File: config.mk
export PLATFORM = sky130hd
export DESIGN_NAME = reg_dest_queue
export DESIGN_NICKNAME = d
export VERILOG_FILES = /design/src/rtl/reg_dest_queue_pkg.sv /design/src/rtl/reg_dest_queue_sel.sv /design/src/rtl/reg_dest_queue.sv
export SDC_FILE = /design/constraint.sdc
export NUM_CORES = 1
export LEC_CHECK = 0
export ABC_AREA = 1
export CAP_MARGIN = 20
export CORE_UTILIZATION = 45
export DETAILED_ROUTE_END_ITERATION = 7
export PLACE_DENSITY = 0.76
export SLEW_MARGIN = 25
export SYNTH_ARGS = -nofsm -noshare
export SYNTH_HDL_FRONTEND = slang
export SYNTH_SLANG_ARGS = --single-unit
File: constraint.sdc
create_clock -name clk -period 2 [get_ports clk]
set_input_delay 0.2 -clock clk [delete_from_list [all_inputs] [get_ports clk]]
set_output_delay 0.2 -clock clk [all_outputs]
set_load 0.02 [all_outputs]
File: src/rtl/reg_dest_queue_pkg.sv
// Shared definitions for the register-destination queue.
//   SEL_*  : encodings of the destination selector input
//   REG_*  : architectural register indices with fixed meaning
package reg_dest_queue_pkg;

  localparam int SEL_RT = 0;
  localparam int SEL_RD = 1;
  localparam int SEL_SP = 2;
  localparam int SEL_RA = 3;

  localparam int REG_ZERO = 0;
  localparam int REG_SP   = 29;
  localparam int REG_RA   = 31;

endpackage

File: src/rtl/reg_dest_queue_sel.sv
// Write-back destination selector (purely combinational).
// Ports:
//   sel      in  destination select
//   rt/rd/rs in  instruction register fields
//   dest_sel out selected destination register index
module reg_dest_sel
  import reg_dest_queue_pkg::*;
#(
  parameter int ADDR_W = 5,
  parameter int SEL_W  = 3,
  parameter int SP_IDX = REG_SP,
  parameter int RA_IDX = REG_RA
) (
  input  logic [SEL_W-1:0]  sel,
  input  logic [ADDR_W-1:0] rt,
  input  logic [ADDR_W-1:0] rd,
  input  logic [ADDR_W-1:0] rs,
  output logic [ADDR_W-1:0] dest_sel
);

  // Any selector value outside the four named encodings falls back to rs.
  always_comb begin
    dest_sel = rs;
    case (sel)
      SEL_W'(SEL_RT): dest_sel = rt;
      SEL_W'(SEL_RD): dest_sel = rd;
      SEL_W'(SEL_SP): dest_sel = ADDR_W'(SP_IDX);
      SEL_W'(SEL_RA): dest_sel = ADDR_W'(RA_IDX);
      default:        dest_sel = rs;
    endcase
  end

endmodule

File: src/rtl/reg_dest_queue.sv
// In-order queue of outstanding register write-back destinations.
// Ports:
//   clk, reset          clock, asynchronous active-high reset
//   sel, rt, rd, rs     destination select and instruction fields
//   dest_sel            combinational selected destination
//   dest_push/dest_pop  enqueue dest_sel / complete the head write-back
//   wb_we, wb_addr      register-file write enable and address (queue head)
//   hazard_rs/rt        rs/rt matches an outstanding non-$0 destination
//   full, empty         occupancy flags
//   push_drop           one-cycle registered pulse: a push was rejected
module reg_dest_queue
  import reg_dest_queue_pkg::*;
#(
  parameter int ADDR_W = 5,
  parameter int SEL_W  = 3,
  parameter int SP_IDX = REG_SP,
  parameter int RA_IDX = REG_RA,
  parameter int DEPTH  = 2
) (
  input  logic              clk,
  input  logic              reset,
  input  logic [SEL_W-1:0]  sel,
  input  logic [ADDR_W-1:0] rt,
  input  logic [ADDR_W-1:0] rd,
  input  logic [ADDR_W-1:0] rs,
  output logic [ADDR_W-1:0] dest_sel,
  input  logic              dest_push,
  input  logic              dest_pop,
  output logic              wb_we,
  output logic [ADDR_W-1:0] wb_addr,
  output logic              hazard_rs,
  output logic              hazard_rt,
  output logic              full,
  output logic              empty,
  output logic              push_drop
);

  localparam int PTR_W = (DEPTH > 1) ? $clog2(DEPTH) : 1;
  localparam int CNT_W = $clog2(DEPTH + 1);

  logic [DEPTH-1:0]  valid_q, valid_d;
  logic [ADDR_W-1:0] addr_q [DEPTH];
  logic [ADDR_W-1:0] addr_d [DEPTH];
  logic [PTR_W-1:0]  head_q, head_d, tail_q, tail_d;
  logic [CNT_W-1:0]  count_q, count_d;
  logic              drop_q, drop_d;
  logic              push_ok, pop_ok;

  // Pointers wrap at DEPTH, which need not be a power of two.
  function automatic logic [PTR_W-1:0] nextPtr(input logic [PTR_W-1:0] p);
    return (p == PTR_W'(DEPTH - 1)) ? '0 : p + PTR_W'(1);
  endfunction

  reg_dest_sel #(
    .ADDR_W(ADDR_W), .SEL_W(SEL_W), .SP_IDX(SP_IDX), .RA_IDX(RA_IDX)
  ) u_sel (
    .sel(sel), .rt(rt), .rd(rd), .rs(rs), .dest_sel(dest_sel)
  );

  assign full    = (count_q == CNT_W'(DEPTH));
  assign empty   = (count_q == '0);
  assign pop_ok  = dest_pop & ~empty;
  // A pop in the same cycle frees the slot, so a full queue still accepts.
  assign push_ok = dest_push & (~full | pop_ok);

  assign wb_addr   = empty ? '0 : addr_q[head_q];
  assign wb_we     = pop_ok & (wb_addr != ADDR_W'(REG_ZERO));
  assign push_drop = drop_q;

  // Next-state: the push is applied after the pop so that, when full and
  // head == tail, the newly written entry stays valid.
  always_comb begin
    valid_d = valid_q;
    addr_d  = addr_q;
    head_d  = head_q;
    tail_d  = tail_q;
    count_d = count_q;
    drop_d  = dest_push & ~push_ok;
    if (pop_ok) begin
      valid_d[head_q] = 1'b0;
      head_d          = nextPtr(head_q);
    end
    if (push_ok) begin
      valid_d[tail_q] = 1'b1;
      addr_d[tail_q]  = dest_sel;
      tail_d          = nextPtr(tail_q);
    end
    if (push_ok && !pop_ok) begin
      count_d = count_q + CNT_W'(1);
    end else if (pop_ok && !push_ok) begin
      count_d = count_q - CNT_W'(1);
    end
  end

  // State registers; reset discards every outstanding destination.
  always_ff @(posedge clk or posedge reset) begin
    if (reset) begin
      valid_q <= '0;
      for (int i = 0; i < DEPTH; i++) begin
        addr_q[i] <= '0;
      end
      head_q  <= '0;
      tail_q  <= '0;
      count_q <= '0;
      drop_q  <= 1'b0;
    end else begin
      valid_q <= valid_d;
      addr_q  <= addr_d;
      head_q  <= head_d;
      tail_q  <= tail_d;
      count_q <= count_d;
      drop_q  <= drop_d;
    end
  end

  // Hazards look only at registered entries; $0 never hazards.
  always_comb begin
    hazard_rs = 1'b0;
    hazard_rt = 1'b0;
    for (int i = 0; i < DEPTH; i++) begin
      if (valid_q[i] && addr_q[i] == rs) hazard_rs = 1'b1;
      if (valid_q[i] && addr_q[i] == rt) hazard_rt = 1'b1;
    end
    if (rs == ADDR_W'(REG_ZERO)) hazard_rs = 1'b0;
    if (rt == ADDR_W'(REG_ZERO)) hazard_rt = 1'b0;
  end

endmodule

== Word-level counts from Yosys, hierarchy flattened ==
Index checks and enable logic that the tools add are counted.

* Register bits after elaboration: 17
* Bits of input ports: 22

* Equality and inequality tests: 8
* Add/sub/neg operators: 4
* Multiplexer cells: 24
* $lt $le $gt $ge: 7
* Reductions and logical operators: 17
* Bitwise gates (word level): 13

{| class="wikitable"
|+ Operators by type and width
! operator !! number
|-
| 5-bit two-way mux || 5
|-
| 5-bit equality test || 4
|-
| 5-bit one-hot mux with 4 select lines || 1
|-
| 10-bit bitwise mux || 1
|-
| 5-bit zero test || 2
|-
| 1-bit two-way mux || 10
|-
| 1-bit logical AND || 9
|-
| 2-bit two-way mux || 4
|-
| 3-bit by 2-bit equality test with 1-bit output (second input constant) || 2
|-
| 5-bit demux with 1-bit select || 1
|-
| 5-bit nonzero test || 1
|-
| 1-bit bitwise AND || 4
|-
| 2-bit >= comparator (second input constant) || 2
|-
| 1-bit by 2-bit less-than comparator with 1-bit output (second input constant) || 2
|-
| 1-bit inverter with 2-bit output || 2
|-
| 3-bit by 1-bit equality test with 1-bit output (second input constant) || 1
|-
| 3-bit zero test || 1
|-
| 1-bit inverter || 3
|-
| 1-bit adder (second input constant) || 2
|-
| 2-bit by 1-bit adder with 2-bit output (second input constant) || 1
|-
| 2-bit bitwise AND || 1
|-
| 1-bit demux with 1-bit select || 2
|-
| 2-bit equality test (second input constant) || 1
|-
| 1-bit >= comparator (second input constant) || 2
|-
| 8 further kinds || 9
|}

== Depth between registers and ports, before layout ==
Gate-level depths: netlist of the first run.

* Word-level depth: 9
* Mapped depth: 9
* Depth with buffers taken out: 9

== By module ==
From an unflattened synthesis of the first run, not the netlist that was laid out.

* Cells, all modules: 227
* Area, all modules: 1,362.6 um^2

{| class="wikitable"
|+ Modules (own cells, without submodules)
! module !! sequential area each (um^2) !! instances !! cells each !! area each (um^2)
|-
| reg_dest_queue || 425.4 || 1 || 195 || 1,204.9
|-
| reg_dest_sel || 0.0 || 1 || 32 || 157.7
|}

== Least setup slack after synthesis of the first run ==
Ideal clock, no wire load.

* Path type: register -> register
* Start: register count_q[0]
* End: register count_q[1]
* Required time: 1.869 ns
* Setup time: 0.131 ns
* Path buffers: 0
* Cell stages (with the launch flop): 9
* Arrival: 1.555 ns
* Path slack: 0.314 ns
* Cell sequence: dfrtp_1 -> nor2_2 -> nand2_2 -> nand2_4 -> inv_1 -> ha_1 -> a21oi_1 -> o21ai_0 -> xor2_1

* Elaborated cells on any way between the ends: 16
* Classes of those cells: add/sub: 2; eq/ne: 1; mux: 2; bitwise: 5; reduce/logical: 6

{| class="wikitable"
|+ RTL lines
! element !! line !! text
|-
| start, declared || reg_dest_queue.sv:45 || <nowiki>logic [CNT_W-1:0] count_q, count_d;</nowiki>
|-
| start signal, assigned || reg_dest_queue.sv:111 || <nowiki>count_q <= count_d;</nowiki>
|-
| 2-bit equality test * || reg_dest_queue.sv:60 || <nowiki>assign full = (count_q == CNT_W'(DEPTH));</nowiki>
|-
| via full || reg_dest_queue.sv:33 || <nowiki>output logic full,</nowiki>
|-
| 1-bit inverter * || reg_dest_queue.sv:64 || <nowiki>assign push_ok = dest_push & (~full | pop_ok);</nowiki>
|-
| 1-bit bitwise OR * || reg_dest_queue.sv:64 ||
|-
| 1-bit bitwise AND * || reg_dest_queue.sv:64 ||
|-
| 1-bit zero test || reg_dest_queue.sv:90 || <nowiki>end else if (pop_ok && !push_ok) begin</nowiki>
|-
| 1-bit logical AND || reg_dest_queue.sv:90 ||
|-
| 2-bit nonzero test (no line) || n/a ||
|}

The timed path passes the listed nets; every way through them passes the cells marked *. The select of a mux whose other input is x is not followed.
A chain may end at the register's enable or synchronous reset.

== Worst setup path after layout of the first run ==
* Start: register addr_q[8] in the netlist's numbering
* End: output port wb_addr[3]

* Longest elaborated chain between the ends: 4

{| class="wikitable"
|+ Ends and longest elaborated chain
! element !! line !! text
|-
| start, declared || reg_dest_queue.sv:42 || <nowiki>logic [ADDR_W-1:0] addr_q [DEPTH];</nowiki>
|-
| start signal, assigned || reg_dest_queue.sv:108 || <nowiki>addr_q <= addr_d;</nowiki>
|-
| 5-bit two-way mux (implied by the code) (3 in a row) || reg_dest_queue.sv:66 || <nowiki>assign wb_addr = empty ? '0 : addr_q[head_q];</nowiki>
|-
| 5-bit two-way mux || reg_dest_queue.sv:66 ||
|-
| end, declared || reg_dest_queue.sv:30 || <nowiki>output logic [ADDR_W-1:0] wb_addr,</nowiki>
|}

Every way passes these cells. The select of a mux whose other input is x is not followed.

==> results.ini, run 1 <==
[status]
status=complete, no violations

[logic_synthesis]
yosysTopAreaCell=dfrtp_1
synth_seq_area_share_pct=32.1
synth_area_leaders=dfrtp_1, nand2_1, inv_1
synth_warnings=0
synth_top_area_share_pct=32.1
synth_area_per_cell_um2=5.92
synth-edff-count=0
synthesis.area_mm2=0.00133
ys.flop_type=dfrtp_1
synth_cells=224
postSynth.asyncResetShare_pct=100
synth_seq_cells=17
yosysUniqueCellTypes=22
synth_nets=247

[setup_path]
reg2reg_to=count_q[1]
rr_worst_depth=8
critical-path-top-delay-family=buffers and inverters
max_stage_delay_ps=590
crit_required_ps=1800
path_max_fanout=4
cp-end-kind=output port
path_cells=inv_1 > o21ai_0 > nand2_1 > inv_1 > clkdlybuf4s50_1
crit_buf_inv=3
r2r_setup_slack_ps=420
critPathLaunchType=flop
r2r-start=count_q[0]
worstSetupPathType=reg -> out
path_common_cell=inv_1
arrival_ps=1720
cp_slowest_cell=clkdlybuf4s50_1

[final_layout]
nFillCells=269
layout-drive-gt1-share_pct=14.3
fin_util_pct=68.2
layout_commonest_cell=nand2_1
register_area_um2=428
multi_input_area_um2=766
instances_no_fill=311
final_cell_mix=nand2_1, inv_1, clkdlybuf4s50_1
num_antenna_cells=0
stdcell_area_mm2=0.00190
area_growth_pct=43.2
nets=304

[die]
die_x_um=56.3
pin_count=38
row_count=19
die_area_mm2=0.00317
die_y_um=56.3
fp.coreArea_mm2=0.00278
initial_core_util_pct=47.6

[timing]
hold_viol=0
layout_min_cycle_time_ps=1920
fmax_mhz=521
rsz0062_at_grt=false
slew_headroom_pct=57.9
tightestPinTransition_ps=631
drv_slew=0
holdWs_ps=282
setup_slack_ps=81.3
skew_ps=2.05
finalCritPeriodShare_pct=95.9
setup_viol=0
fin_setup_tns_ps=0

[power_and_ir_drop]
p_comb_share_pct=60.6
p_sw_share_pct=49.2
p_sw_mw=1.16
p_int_mw=1.20
p_per_area_mw_per_mm2=1240
total_power_mw=2.35
p_leak_nw=1.11
p_seq_share_pct=31.7
clkPwrFrac_pct=7.7
peakVddDrop_mv=1.06

[detailed_routing]
drc=0
vias_per_cell=4.89
ant_nets=0
drt-total-wl_um=3600
first_iter_violations=90
drt_pre_antenna_iters=4
vias=1520
routedWlPerCell_um=11.6

[clock_network]
postCtsHoldBufs=0
path_clk_slew_ps=90
cts_setup_buffers=0
clk_path_buf_depth=2
ctsRootBufferMaster=clkbuf_4
insertion_delay_ps=290
cts-buffers-inserted=3
h-tree-depth=1
cts_tree=yes
cts_sinks=17

[global_route]
grt_pass1_vias=1391
grt_max_degree=18
grt_pass1_wl_um=5990
antenna_found_initial=0
track_usage_pct=24.4
grt.overflow.total=0

[placed_design]
dp_cells=307
dp_slack_ps=-134
post_dp_cell_area_mm2=0.00185
gp_congestion=0.870
port_buffers=37
dpl.hpwl_um=2890

[flow_run]
max_cap_viol_count=0

[worst_hold_path]
hp-class=in -> async

synth_stat cells (2+ instances only):
| master | n |
|---|---|
| a21oi_1 | 3 |
| o21ai_0 | 7 |
| o21ai_1 | 2 |
| o22ai_1 | 4 |
| nand2_2 | 3 |
| nor2_2 | 6 |
| xor2_1 | 2 |
| inv_2 | 4 |
| nand3_1 | 8 |
| nand2_1 | 100 |
| nor2_4 | 2 |
| dfrtp_1 | 17 |
| nor2_1 | 25 |
| inv_1 | 33 |
logic make-up (layout without fill, tap and decap cells):
group           after synthesis  after routing  synth area share, %
compound gates               18             18                 7.84
buf+inv                      38             94                 11.0
fa+ha+maj                     1              1                0.944
simple gates                147            147                 46.1
flops                        17             17                 32.1
xor+xnor                      3              3                 1.98
layout make-up:
cell class                      instances  area share, %
Timing Repair Buffer                   53           26.3
Clock buffer                            4           1.39
Tap cell                               31           2.04
Sequential cell                        17           22.6
Multi-Input combinational cell        169           40.4
Inverter                               37           7.32
routing by layer:
layer,wire length [µm],global-route usage (%),up-vias
met5,0,0,-
li1,-,-,788
met3,137,2.30,10
met1,1720,34.7,678
met2,1640,36.4,44
met4,98,13.6,0
sequential cells by signal, summed over array words and instances, names as in the netlist:
register   count
addr_q        10
count_q        2
head_q         1
push_drop      1
tail_q         1
valid_q        2
power groups by stage:
stage                     combinational, mW  clock [mW]  sequential [mW]
final                                  1.43       0.181            0.746
after global routing                   1.61       0.201            0.771
after CTS                              1.44       0.182            0.737
after detailed placement               1.45           0            0.742
after global placement                 1.44           0            0.739
after floorplan                       0.995           0            0.648
how the worst max path moves through the flow:
stage                    start          end  slack (ps)  cells past startpoint
global route         addr_q[8]   wb_addr[3]          10                      5
global placement         rt[3]    hazard_rt        -130                      8
detailed placement       rt[3]    hazard_rt        -130                      8
floorplan           count_q[0]   count_q[1]         310                      8
finish               addr_q[8]   wb_addr[3]          80                      5
CTS                     sel[2]  dest_sel[3]         -10                      6
timing repair:
item / CTS / global route
resized for setup: 7 / 8
endpoints found under the setup margin: 6 / 7
gates cloned: 0 / 0
pin swaps: 0 / 0
No activity file was read; power rests on OpenSTA's default activity.
==> run 2: changes to the inputs <==
GPL_ROUTABILITY_DRIVEN = 0   (was default)
SKIP_CTS_REPAIR_TIMING = 1   (was default)
==> run 2 against run 1 <==
- global-route usage shrank 0.81 points
- cell count fell by 0.64%
- via count hardly changed
- highest routed layer unchanged
- utilization shrank 0.31 points
- the run now ends with setup timing left
- critical path depth rose by 1
- clock-buffer cell count unchanged
==> results.ini, run 2 (same netlist as run 1, synthesis figures left out) <==
[timing]
layout_min_cycle_time_ps=2100  ; +180 ps
finalCritPeriodShare_pct=105  ; +9.0 points
hold_viol=0  ; unchanged
slew_headroom_pct=59.1  ; +1.2 points
drv_slew=0  ; unchanged
setup_slack_ps=-98.2  ; -180 ps
tightestPinTransition_ps=613  ; -18.2 ps
skew_ps=7.10  ; +5.05 ps
holdWs_ps=281  ; -0.793 ps
rsz0062_at_grt=true
setup_viol=2  ; +2
fmax_mhz=477  ; -8.6%

[setup_path]
max_stage_delay_ps=550  ; -40 ps
r2r_setup_slack_ps=400  ; -20 ps
path_common_cell=clkdlybuf4s50_1
path_max_fanout=4  ; unchanged
cp_slowest_cell=clkdlybuf4s50_1
crit_required_ps=1800  ; about the same
critical-path-top-delay-family=buffers and inverters
critPathLaunchType=input port
worstSetupPathType=in -> out
crit_buf_inv=2  ; -1
arrival_ps=1900  ; +180 ps
path_cells=clkdlybuf4s50_1 > nor2_4 > nand2_1 > o22ai_1 > nor2_2 > clkdlybuf4s50_1
cp-end-kind=output port

[global_route]
grt.overflow.total=0  ; unchanged
grt_pass1_wl_um=5930  ; -0.92%
track_usage_pct=23.6  ; -0.81 points
antenna_found_initial=0  ; unchanged
grt_max_degree=18  ; unchanged
grt_pass1_vias=1393  ; +0.14%

[clock_network]
cts_sinks=17  ; unchanged
cts-buffers-inserted=3  ; unchanged
path_clk_slew_ps=100  ; about the same
ctsRootBufferMaster=clkbuf_4
cts_tree=yes
h-tree-depth=1  ; unchanged
clk_path_buf_depth=2  ; unchanged
insertion_delay_ps=290  ; about the same

[detailed_routing]
first_iter_violations=50  ; -44%
vias_per_cell=4.92  ; +0.71%
drt-total-wl_um=3520  ; -2.2%
routedWlPerCell_um=11.4  ; -1.5%
drc=0  ; unchanged
drt_pre_antenna_iters=5  ; +1
ant_nets=0  ; unchanged
vias=1521  ; +0.066%

[die]
fp.coreArea_mm2=0.00278  ; unchanged
die_x_um=56.3  ; unchanged
row_count=19  ; unchanged
pin_count=38  ; unchanged
initial_core_util_pct=47.6  ; unchanged
die_area_mm2=0.00317  ; unchanged
die_y_um=56.3  ; unchanged

[power_and_ir_drop]
p_leak_nw=1.10  ; -0.63%
p_per_area_mw_per_mm2=1250  ; +0.98%
peakVddDrop_mv=1.04  ; -2.1%

[final_layout]
largest_registers=addr_q: 10 flops, count_q: 2 flops, valid_q: 2 flops
largest_register=addr_q
nets=302  ; -0.66%
num_antenna_cells=0  ; unchanged
register_area_um2=429  ; +0.29%
area_growth_pct=42.5
multi_input_area_um2=764  ; -0.16%
final_cell_mix=nand2_1, inv_1, clkdlybuf4s50_1
layout-drive-gt1-share_pct=13.7  ; -0.62 points
layout_commonest_cell=nand2_1
nFillCells=273  ; +1.5%
largest_reg_flops=10  ; unchanged

[flow_run]
max_cap_viol_count=0  ; unchanged

[status]
violations=setup timing
status=finished, violations left

[placed_design]
port_buffers=37  ; unchanged
dp_slack_ps=-121  ; +13.0 ps
dpl.hpwl_um=2880  ; -0.35%

[worst_hold_path]
hp-class=in -> async

==> run 2: where the power goes <==
part	internal (mW)	leakage, nW	switching (mW)	total (mW)
Combinational	0.620	0.887	0.826	1.45
Clock	0.0775	0.0150	0.102	0.179
Sequential	0.519	0.201	0.222	0.741
Total	1.22	1.10	1.15	2.37
==> run 2: metrics by stage <==
stage          util (%)  cells  power, mW  setup TNS, ps  instance area, µm²
2_1_floorplan         -    224       1.64              0                1330
3_3_place_gp       65.9    305       2.17           -355                1830
3_5_place_dp       65.9    305       2.19           -316                1830
4_1_cts            66.8    309       2.37           -507                1860
5_1_grt            67.9    309       2.61           -290                1890
6_report           67.9    309       2.37           -156                1890
==> run 2: layout make-up <==
cell class                 count  share of cell area, %
sequential                    17                   22.7
timing repair buffer          51                   26.0
clock buffer                   4                   1.39
tap                           31                   2.05
multi-input combinational    169                   40.5
inverter                      37                   7.36
==> run 2: final timing paths <==
kind / startpoint / to / cells past startpoint
setup / recovery: sel[2] / dest_sel[0] / 6
hold / removal: reset / addr_q[2] / 2
setup reg to reg: count_q[0] / count_q[1] / 8
hold reg to reg: count_q[0] / count_q[0] / 1
max in group asynchronous: reset / head_q / 2
min in group clk: dest_push / push_drop / 3
==> run 2: routing by layer <==
metal	global-route usage (%)	up-vias	share of wire, %
met5	0	-	0
met2	35.5	53	42
met4	10.8	0	3.7
met3	1.84	18	4.5
met1	34.5	662	50
li1	-	788	-
==> run 2: worst reg2reg max path: stages (launching register included) <==
cell     delay [ps]
dfrtp_1         430
nor2_2          150
nand2_2          90
nand2_4         110
inv_1            50
ha_1            290
a21oi_1         110
o21ai_0         100
xor2_1          150
==> run 3: changes to the inputs <==
CELL_PAD_IN_SITES_DETAIL_PLACEMENT = 0   (was default)
CELL_PAD_IN_SITES_GLOBAL_PLACEMENT = 1   (was default)
CORE_UTILIZATION = 32   (was 45)
PLACE_DENSITY = default   (was 0.76)
PLACE_DENSITY_LB_ADDON = 0.1   (was default)
REMOVE_ABC_BUFFERS = 1   (was default)
SLEW_MARGIN = default   (was 25)
==> run 3 against run 2 <==
- the flow now finishes without violations
- clock skew fell by 1.3 ps
- worst hold slack gained 35 ps
- first-iteration DRC count up 30%
- critical endpoint is now hazard_rt
- largest power group unchanged
==> results.ini, run 3 (same netlist as run 1, synthesis figures left out) <==
[global_route]
grt_pass1_vias=1353  ; -2.9%
track_usage_pct=19.4  ; -4.2 points
grt_max_degree=18  ; unchanged
grt_pass1_wl_um=6220  ; +4.8%
antenna_found_initial=0  ; unchanged
grt.overflow.total=0  ; unchanged

[detailed_routing]
vias_per_cell=4.36  ; -11%
drt_pre_antenna_iters=4  ; -1
drt-total-wl_um=3860  ; +9.7%
drc=0  ; unchanged
routedWlPerCell_um=11.6  ; +2.1%
ant_nets=0  ; unchanged
vias=1449  ; -4.7%
first_iter_violations=65  ; +30%

[timing]
layout_min_cycle_time_ps=1860  ; -240 ps
fmax_mhz=538  ; +13%
finalCritPeriodShare_pct=92.9  ; -12 points
tightestPinTransition_ps=633  ; +20.0 ps
hold_viol=0  ; unchanged
rsz0062_at_grt=false
skew_ps=5.81  ; -1.29 ps
drv_slew=0  ; unchanged
slew_headroom_pct=57.8  ; -1.3 points
fin_setup_tns_ps=0  ; +156 ps
setup_viol=0  ; -2

[setup_path]
arrival_ps=1660  ; -240 ps
crit_required_ps=1800  ; about the same
path_max_fanout=4  ; unchanged
path_common_cell=nand2_1
worstSetupPathType=in -> out
cp-end-kind=output port
critPathLaunchType=input port
max_stage_delay_ps=580  ; +30 ps
cp_slowest_cell=clkdlybuf4s50_1
path_cells=clkdlybuf4s50_1 > inv_1 > nand2_1 > nand2_1 > nor2_1 > nand3_1 > a21oi_1 > dlymetal6s2s_1

[placed_design]
port_buffers=37  ; unchanged
post_dp_cell_area_mm2=0.00189  ; +2.9%
dpl.hpwl_um=3140  ; +9.0%

[die]
die_x_um=66.4  ; +18%
die_y_um=66.4  ; +18%
fp.coreArea_mm2=0.00400  ; +44%
pin_count=38  ; unchanged
initial_core_util_pct=33.1  ; -15 points
die_area_mm2=0.00440  ; +39%
row_count=23  ; +4

[power_and_ir_drop]
peakVddDrop_mv=0.602  ; -42%
p_leak_nw=1.16  ; +5.5%
p_int_mw=1.28  ; +5.0%
total_power_mw=2.46  ; +3.8%
clkPwrFrac_pct=10.6  ; +3.0 points
p_per_area_mw_per_mm2=1240  ; -1.1%
p_seq_share_pct=30.2  ; -1.1 points
p_comb_share_pct=59.2  ; -1.9 points
p_sw_mw=1.18  ; +2.6%
p_sw_share_pct=48.0  ; -0.58 points

[clock_network]
ctsRootBufferMaster=clkbuf_8
insertion_delay_ps=260  ; -30 ps
h-tree-depth=1  ; unchanged
cts_tree=yes
cts-buffers-inserted=3  ; unchanged
path_clk_slew_ps=70  ; -30 ps
clk_path_buf_depth=2  ; unchanged
cts_sinks=17  ; unchanged

[final_layout]
layout-drive-gt1-share_pct=16.0  ; +2.3 points
layout_commonest_cell=nand2_1
final_cell_mix=nand2_1, inv_1, clkdlybuf4s50_1
area_growth_pct=49.7
largest_reg_flops=10  ; unchanged
stdcell_area_mm2=0.00198  ; +5.0%
nFillCells=424  ; +55%
largest_register=addr_q
fin_util_pct=49.6  ; -18 points
largest_registers=addr_q: 10 flops, count_q: 2 flops, valid_q: 2 flops
num_antenna_cells=0  ; unchanged
nets=306  ; +1.3%

[worst_hold_path]
hp-class=in -> async

[flow_run]
max_cap_viol_count=0  ; unchanged

[status]
status=complete, no violations

[run 3: cell count changes in the layout (fill, tap and decap cells not counted), sizes merged]
cell and delta:
buf +4, clkdlybuf4s50 -3, dlymetal6s2s +3, clkbuf -1
clkinv +1
[run 3: layer usage]
metal,vias to the layer above,routed length [µm],global-route usage [%]
li1,788,-,-
met1,620,1910,27.1
met2,32,1670,29.5
met3,9,156,1.90
met4,0,118,9.84
met5,-,0,0
[run 3: layout make-up]
class	instances	area, µm²	share of cell area, %
repair buffers	55	528	26.6
well taps	50	62.6	3.15
multi-input cells	169	779	39.3
inverters	37	139	7.00
clock buffers	3	41.3	2.08
flip-flops and latches	17	428	21.6
clock inverters	1	5.00	0.252
[run 3: metrics by stage]
step	std cells	setup slack, ps	hold WS, ps
6_report	332	142	317
4_1_cts	332	-209	340
5_1_grt	332	33.9	398
3_3_place_gp	328	-222	524
2_1_floorplan	223	314	126
3_5_place_dp	328	-201	526
[run 3: final timing paths]
check | start | to | slack, ps | depth (start not counted)
worst max-delay path | rt[0] | hazard_rt | 140 | 8
worst min-delay path | reset | tail_q | 320 | 2
worst max register to register | count_q[0] | count_q[1] | 430 | 8
worst min register to register | count_q[0] | count_q[0] | 530 | 1
max in group asynchronous | reset | addr_q[9] | 1230 | 2
min in group clk | count_q[0] | count_q[0] | 530 | 1
[run 3: power groups by stage]
stage,clock network [mW],logic (mW),registers [mW]
2_1_floorplan,0,0.964,0.664
3_3_place_gp,0,1.48,0.744
3_5_place_dp,0,1.47,0.744
4_1_cts,0.268,1.48,0.738
5_1_grt,0.280,1.66,0.766
6_report,0.259,1.46,0.742
[run 3: critical path: cells and delay by family]
kind,cells,cell delay [ps]
AOI/OAI and AO/OA,1,190
buffers and inverters,3,950
and+or+nand+nor,4,320
